[src/rtl/pipelined_cla_adder.sv]
`default_nettype none
// +--------------------------------------------------------------------+
// | pipelined_cla_adder: K-bit-per-stage pipelined CLA add/sub, stream |
// | Revision: 1.0                                                      |
// +--------------------------------------------------------------------+
module pipelined_cla_adder #(
  parameter int N = 32,
  parameter int K = 8
) (
  input  logic         clk,
  input  logic         rst,
  input  logic         in_valid,
  output logic         in_ready,
  input  logic [N-1:0] A,
  input  logic [N-1:0] B,
  input  logic         Cin,
  input  logic         sub,
  output logic         out_valid,
  input  logic         out_ready,
  output logic [N-1:0] S,
  output logic         Cout,
  output logic         Ovf
);

  localparam int STAGES = N / K;
  localparam int GROUPS = K / 4;
  localparam int LAST   = STAGES - 1;

  if (((N % K) != 0) || ((K % 4) != 0)) begin : g_param_check
    $error("pipelined_cla_adder: N=%0d must be a multiple of K=%0d and K a multiple of 4", N, K);
  end

  // One K-bit slice: 4-bit lookahead groups, group carry chained across the slice.
  function automatic logic [K:0] cla_slice(input logic [K-1:0] a,
                                           input logic [K-1:0] bx,
                                           input logic         ci);
    logic [K-1:0] g, p, s;
    logic [3:0]   gg, pp;
    logic [4:0]   cc;
    logic         c;
    g = a & bx;
    p = a ^ bx;
    s = '0;
    c = ci;
    for (int grp = 0; grp < GROUPS; grp++) begin
      gg    = g[grp*4 +: 4];
      pp    = p[grp*4 +: 4];
      cc[0] = c;
      cc[1] = gg[0] | (pp[0] & c);
      cc[2] = gg[1] | (pp[1] & gg[0]) | (pp[1] & pp[0] & c);
      cc[3] = gg[2] | (pp[2] & gg[1]) | (pp[2] & pp[1] & gg[0]) | (pp[2] & pp[1] & pp[0] & c);
      cc[4] = gg[3] | (pp[3] & gg[2]) | (pp[3] & pp[2] & gg[1]) | (pp[3] & pp[2] & pp[1] & gg[0])
            | ((&pp) & c);
      s[grp*4 +: 4] = pp ^ cc[3:0];
      c = cc[4];
    end
    return {c, s};
  endfunction

  logic         w_en;
  logic [N-1:0] w_bx_in;
  logic         w_c0;

  logic [N-1:0] w_a_src    [STAGES];
  logic [N-1:0] w_bx_src   [STAGES];
  logic [N-1:0] w_sum_src  [STAGES];
  logic [N-1:0] w_sum_next [STAGES];
  logic         w_c_src    [STAGES];
  logic         w_v_src    [STAGES];
  logic         w_co       [STAGES];

  logic [N-1:0] r_a     [STAGES];
  logic [N-1:0] r_bx    [STAGES];
  logic [N-1:0] r_sum   [STAGES];
  logic         r_carry [STAGES];
  logic         r_valid [STAGES];

  assign w_en     = !out_valid || out_ready;
  assign in_ready = w_en;
  assign w_bx_in  = sub ? ~B : B;
  assign w_c0     = sub | Cin;

  for (genvar j = 0; j < STAGES; j++) begin : g_stage
    localparam logic [N-1:0] SLICE_MASK = N'({K{1'b1}}) << (j*K);
    logic [K:0] w_slice;

    if (j == 0) begin : g_head
      assign w_a_src[j]   = A;
      assign w_bx_src[j]  = w_bx_in;
      assign w_c_src[j]   = w_c0;
      assign w_v_src[j]   = in_valid;
      assign w_sum_src[j] = '0;
    end else begin : g_tail
      assign w_a_src[j]   = r_a[j-1];
      assign w_bx_src[j]  = r_bx[j-1];
      assign w_c_src[j]   = r_carry[j-1];
      assign w_v_src[j]   = r_valid[j-1];
      assign w_sum_src[j] = r_sum[j-1];
    end

    assign w_slice       = cla_slice(w_a_src[j][j*K +: K], w_bx_src[j][j*K +: K], w_c_src[j]);
    assign w_co[j]       = w_slice[K];
    assign w_sum_next[j] = (w_sum_src[j] & ~SLICE_MASK) | (N'(w_slice[K-1:0]) << (j*K));
  end

  // Operands ride along with their partial sum so each stage sees its own slice in step.
  always_ff @(posedge clk or posedge rst) begin
    if (rst) begin
      for (int j = 0; j < STAGES; j++) begin
        r_valid[j] <= 1'b0;
        r_carry[j] <= 1'b0;
        r_a[j]     <= '0;
        r_bx[j]    <= '0;
        r_sum[j]   <= '0;
      end
    end else if (w_en) begin
      for (int j = 0; j < STAGES; j++) begin
        r_valid[j] <= w_v_src[j];
        r_carry[j] <= w_co[j];
        r_a[j]     <= w_a_src[j];
        r_bx[j]    <= w_bx_src[j];
        r_sum[j]   <= w_sum_next[j];
      end
    end
  end

  assign out_valid = r_valid[LAST];
  assign S         = r_sum[LAST];
  assign Cout      = r_carry[LAST];
  // Overflow is formed from registered MSBs only, so no input reaches an output combinationally.
  assign Ovf       = (r_a[LAST][N-1] == r_bx[LAST][N-1]) && (r_sum[LAST][N-1] != r_a[LAST][N-1]);

endmodule
`default_nettype wire

[config.mk]
export PLATFORM = sky130hd
export DESIGN_NAME = pipelined_cla_adder
export DESIGN_NICKNAME = d
export VERILOG_FILES = /design/src/rtl/pipelined_cla_adder.sv
export SDC_FILE = /design/constraint.sdc
export NUM_CORES = 1
export LEC_CHECK = 0
export ABC_AREA = 1
export CAP_MARGIN = 40
export CORE_MARGIN = 2
export CORE_UTILIZATION = 56
export CTS_BUF_LIST = sky130_fd_sc_hd__clkbuf_16
export CTS_CLUSTER_SIZE = 8
export DETAILED_ROUTE_END_ITERATION = 6
export GPL_ROUTABILITY_DRIVEN = 1
export GPL_TIMING_DRIVEN = 0
export PLACE_DENSITY = 0.89
export SKIP_CTS_REPAIR_TIMING = 1
export SLEW_MARGIN = 15
export SYNTH_ARGS = -nofsm -noshare
export SYNTH_HDL_FRONTEND = slang
export SYNTH_SLANG_ARGS = --single-unit
[constraint.sdc]
create_clock -name clk -period 7.85 [get_ports clk]
set_input_delay 1.1775 -clock clk [delete_from_list [all_inputs] [get_ports clk]]
set_output_delay 1.1775 -clock clk [all_outputs]
set_load 0.01 [all_outputs]
==> flow_summary.yaml, run 1 <==
global_routing:
  grt.total_usage_pct: 26.2
  grt_pass1_wl_mm: 33.7
  antenna_found_initial: 0
  grt_pass1_vias: 7004
  grt_max_degree: 97
  grt-ovfl-total: 0
synthesis:
  ys_warn_count: 0
  syn_nets: 1092
  synth_compound_area_share_pct: 7.26
  synthMuxAreaShare_pct: 0
  synth-seq-cells: 186
  synth_seq_area_share_pct: 53.1
  synth_cell_types: 32
  postSynthCellCount: 982
  synth-xor-area-share_pct: 3.99
  synth_area_um2: 8770
  syn_avg_cell_area_um2: 8.93
  yosys.area_share.simple_pct: 20.7
  synth_top_family_by_area: "simple AND/OR/NAND/NOR gates"
  synthAdderAreaFrac_pct: 6.39
floorplan:
  rows: 45
  die_w_um: 129
  die-area_um2: 16700
  coreArea_um2: 15300
  die_h_um: 129
  ios: 106
  start_util_pct: 57.5
power:
  p_leak_nw: 5.34
  power_density_nw_per_um2: 400
  total_power_mw: 4.28
  peakVddDrop_uv: 233
route:
  vias: 6973
  first_iter_violations: 635
  antenna_left: 0
  drc: 0
  viasPerCell: 5.24
  firstDrtPassIters: 5
  avgRoutedWirePerCell_um: 15.2
  wirelength_mm: 20.2
worst_setup_path:
  crit_type: "in2out"
  cp.required_ns: 6.67
  crit_path_top_delay_cell: "clkdlybuf4s50_1"
  crit_fanout: 10
  timing.rr.end: "r_sum[53]"
  path_common_cell: "clkdlybuf4s50_1"
  max_stage_delay_ns: 0.57
  cp_num_buf_inv: 6
  crit_chain: "clkdlybuf4s50_1 -> nor2_2 -> buf_4 -> inv_2 -> buf_6 -> buf_2 -> clkdlybuf4s50_1"
  end_kind: "output pin"
  crit_family: "buffers and inverters"
  r2r_slack_ns: 5.63
  startpoint_type: "primary input"
  r2r-start: "r_a[83]"
  arrival_ns: 2.90
  worstRegToRegCells: 8
place:
  port_buffers: 104
  post-place-ws_ns: 3.78
  place_area_um2: 10100
  globalplace.congestion: 0.830
  hpwl_mm: 14.2
  dp_cells: 1298
timing:
  fin_ws_ns: 3.77
  relSlewSlack_pct: 56.3
  finalHoldViolCount: 0
  tightest_slew_ns: 0.656
  setup_viol: 0
  rsz0062_at_grt: "no"
  fin_worst_skew_ns: 0.0100
  fmax_mhz: 245
  period_share_pct: 51.9
  hold_ws_ns: 0.468
  fin_crit_ns: 4.08
  drv_slew: 0
cells_and_area:
  drive_gt1_share_pct: 10.6
  final_cell_mix: "nand2_1, dfrtp_1, clkdlybuf4s50_1"
  fin_nets: 1216
  post-route-cell-area_um2: 10700
  layout_commonest_cell: "nand2_1"
  areaGrowthSynthToFinish_pct: 21.9
  fin_cells: 1330
  antenna_cells: 0
min_path:
  worst_hold_path_type: "reg2reg"
  hold_depth: 2
  worstHoldEndpoint: "r_bx[83]"
  hold_path_startpoint: "r_bx[115]"
flow_run:
  cap_violations: 0
clock_network:
  ctsRootBufferMaster: "clkbuf_16"
  cts_buffer_depth: 2
  cts_tree: "done"
  clk_latency_ns: 0.45
  path_clk_slew_ns: 0.07
  cts_max_level: 4
  cts_made_buffers: 17
  clock-sinks: 186
outcome:
  outcome: "finished clean"
state kept, by name, indices dropped and copies added, names as in the netlist:
| register | flops |
|---|---|
| Cout | 1 |
| r_valid | 3 |
| out_valid | 1 |
| r_carry | 3 |
| r_sum | 48 |
| r_a | 49 |
| r_bx | 49 |
| S | 32 |
kinds of logic after synthesis:
group,Yosys count
AOI/OAI and AO/OA,123
xor gates and xnor gates,40
adders and majority gates,40
buffers and inverters,136
DFF,186
and+or+nand+nor,457
cell type report:
type / count / area, µm²
clock buffers: 17 / 425
well taps: 211 / 264
fillers: 1094 / 4570
plain buffers: 78 / 537
flip-flops and latches: 186 / 4650
inverters: 58 / 225
repair buffers: 105 / 1070
multi-input cells: 660 / 3360
clock inverters: 15 / 153
per-layer routing:
metal	part of all wire [%]	vias up	track usage [%]
met1	41	3312	33.5
li1	-	3306	-
met5	0	-	0
met3	7.5	54	5.90
met4	3.2	0	12.8
met2	48	301	42.5
worst max path at each step:
| stage | from | to | slack (ns) | cells after the start |
|---|---|---|---|---|
| 2_1_floorplan | rst | Cout | 1.62 | 1 |
| 3_3_place_gp | rst | r_bx[104] | -0.47 | 2 |
| 3_5_place_dp | out_ready | in_ready | 3.78 | 7 |
| 4_1_cts | out_ready | in_ready | 3.77 | 7 |
| 5_1_grt | out_ready | in_ready | 3.69 | 7 |
| 6_report | out_ready | in_ready | 3.77 | 7 |
worst min-delay path: cells and delay by family, from the launching register on:
| family | cells | cell delay (ns) |
|---|---|---|
| flops | 1 | 0.34 |
| simple gates | 2 | 0.10 |
Yosys cell counts:
| cell | number | area (µm²) |
|---|---|---|
| inv_2 | 2 | 7.51 |
| clkbuf_1 | 6 | 22.5 |
| or2_0 | 2 | 12.5 |
| o21ai_0 | 67 | 335 |
| nor2_2 | 1 | 6.26 |
| ha_1 | 32 | 400 |
| fa_1 | 8 | 160 |
| nand3b_1 | 3 | 22.5 |
| a21oi_1 | 18 | 90.1 |
| o22ai_1 | 1 | 6.26 |
| or2_2 | 1 | 6.26 |
| o21ai_1 | 29 | 145 |
| a31oi_1 | 1 | 6.26 |
| buf_6 | 3 | 33.8 |
| buf_2 | 15 | 75.1 |
| inv_1 | 56 | 210 |
| xor2_1 | 11 | 96.3 |
| a21oi_2 | 1 | 8.76 |
| nand4_1 | 3 | 18.8 |
| xnor2_1 | 29 | 254 |
| and3_1 | 1 | 6.26 |
| nor2_1 | 30 | 113 |
| buf_4 | 54 | 405 |
| nand3_1 | 19 | 95.1 |
| a21o_1 | 5 | 37.5 |
| nand3_2 | 2 | 20.0 |
| nand2_2 | 5 | 31.3 |
| dfrtp_1 | 186 | 4650 |
| nand2_1 | 387 | 1450 |
| o21a_1 | 1 | 7.51 |
| nor2_8 | 1 | 20.0 |
| and2_1 | 2 | 12.5 |
power breakdown:
part / switching, mW / internal [mW] / total, mW / leakage (nW)
Sequential: 0.273 / 1.39 / 1.66 / 2.25
Combinational: 0.985 / 0.788 / 1.77 / 2.81
Clock: 0.398 / 0.448 / 0.846 / 0.272
Total: 1.66 / 2.62 / 4.28 / 5.34
stage by stage:
step                      setup TNS, ns  util (%)
after detailed placement              0      66.3
after global routing                  0      70.1
after CTS                             0      70.1
after floorplan                       0         -
after global placement           -85.19      66.1
final                                 0      70.1
Power figures use the tool's default switching activity.
==> run 2: changes to the inputs <==
Settings changed: CORE_UTILIZATION 56 to 51, PLACE_DENSITY 0.89 to 0.86.
Clock period 7.85 ns to 3.61 ns, I/O delays scaled along.
==> run 2 against run 1 <==
- cell area is 0.85% higher
- count of clock-buffer cells in the layout stayed put
- routed wire length hardly changed
- die area is 9.5% higher
- non-clock buffer count is 4 higher
- largest power group unchanged
- sequential cell count stayed put
- core utilization is 5.5 points lower
==> flow_summary.yaml, run 2 (synthesized netlist as in run 1, its figures left out) <==
outcome:
  outcome: "finished clean"
worst_setup_path:
  crit_fanout: 10
  timing.rr.end: "r_sum[53]"
  arrival_ns: 2.30
  r2r-start: "r_a[81]"
  crit_type: "in2out"
  end_kind: "output pin"
  crit_chain: "clkdlybuf4s50_1 -> nor2_2 -> buf_4 -> inv_2 -> buf_6 -> buf_2 -> clkdlybuf4s50_1"
  worstRegToRegCells: 9
  crit_path_top_delay_cell: "clkdlybuf4s50_1"
  cp.required_ns: 3.07
  path_common_cell: "clkdlybuf4s50_1"
  r2r_slack_ns: 1.47
  max_stage_delay_ns: 0.58
  startpoint_type: "primary input"
cells_and_area:
  antenna_cells: 0
  nFillCells: 1310
  final_cell_mix: "nand2_1, dfrtp_1, clkdlybuf4s50_1"
  drive_gt1_share_pct: 10.9
  areaGrowthSynthToFinish_pct: 22.9
  fin_nets: 1220
  final_util_pct: 64.6
  reg.largest.list: "r_a x49, r_bx x49, r_sum x48"
  layout_commonest_cell: "nand2_1"
  post-route-cell-area_um2: 10800
flow_run:
  cap_violations: 0
clock_network:
  clock-sinks: 186
  cts_buffer_depth: 2
  cts_tree: "done"
  cts_max_level: 4
  cts_made_buffers: 17
  clk_latency_ns: 0.44
  path_clk_slew_ns: 0.07
  ctsRootBufferMaster: "clkbuf_16"
route:
  wirelength_mm: 20.2
  firstDrtPassIters: 6
  avgRoutedWirePerCell_um: 15.1
  antenna_left: 0
  viasPerCell: 5.10
  first_iter_violations: 613
  drc: 0
  vias: 6854
power:
  power_density_nw_per_um2: 863
  total_power_mw: 9.31
  peakVddDrop_uv: 432
  p_leak_nw: 5.37
global_routing:
  grt_max_degree: 41
  grt.total_usage_pct: 23.7
  grt_pass1_vias: 6874
  grt_pass1_wl_mm: 33.6
  antenna_found_initial: 0
  grt-ovfl-total: 0
floorplan:
  die_h_um: 135
  die_w_um: 135
  start_util_pct: 52.5
  rows: 47
  coreArea_um2: 16700
  ios: 106
  die-area_um2: 18300
min_path:
  worst_hold_path_type: "in2async"
place:
  globalplace.congestion: 0.861
  port_buffers: 104
  post-place-ws_ns: 0.781
  hpwl_mm: 14.5
  place_area_um2: 10200
timing:
  period_share_pct: 78.8
  hold_ws_ns: 0.463
  fin_crit_ns: 2.85
  setup_viol: 0
  fin_worst_skew_ns: 0.00820
  rsz0062_at_grt: "no"
  fin_ws_ns: 0.765
  fmax_mhz: 351
  drv_slew: 0
  finalHoldViolCount: 0
  relSlewSlack_pct: 62.8
  tightest_slew_ns: 0.558
## run 2: how the worst max path moves through the flow
stage,slack (ns),to,start
final,0.76,in_ready,out_ready
after global routing,0.70,in_ready,out_ready
after CTS,0.75,in_ready,out_ready
after detailed placement,0.78,in_ready,out_ready
after global placement,-0.62,S[5],rst
after floorplan,0.68,Cout,rst
## run 2: layer usage
layer,vias to the layer above,track usage (%),wire [µm]
li1,3302,-,-
met1,3226,30.7,8440
met2,270,38.9,9850
met3,56,5.05,1360
met4,0,10.0,592
met5,-,0,0
## run 2: metrics by stage
step | cells | TNS (ns)
2_1_floorplan | 982 | 0
3_3_place_gp | 1306 | -113.63
3_5_place_dp | 1311 | 0
4_1_cts | 1343 | 0
5_1_grt | 1343 | 0
6_report | 1343 | 0
## run 2: worst max-delay path: cells and delay by family
family | cells | cell delay, ns
buffers and inverters | 6 | 1.69
AND/OR/NAND/NOR | 1 | 0.06
## run 2: area by class of cell
cell class	count	area, µm²	area share (%)
plain buffers	78	537	4.98
repair buffers	109	1140	10.6
multi-input cells	660	3360	31.2
clock buffers	17	425	3.95
inverters	58	221	2.05
flip-flops and latches	186	4650	43.2
well taps	220	275	2.55
clock inverters	15	164	1.52
## run 2: report_power, final
group / leakage (nW) / internal, mW / switching (mW)
combinational: 2.84 / 1.72 / 2.12
sequential: 2.25 / 3.02 / 0.585
clock: 0.278 / 1.03 / 0.834
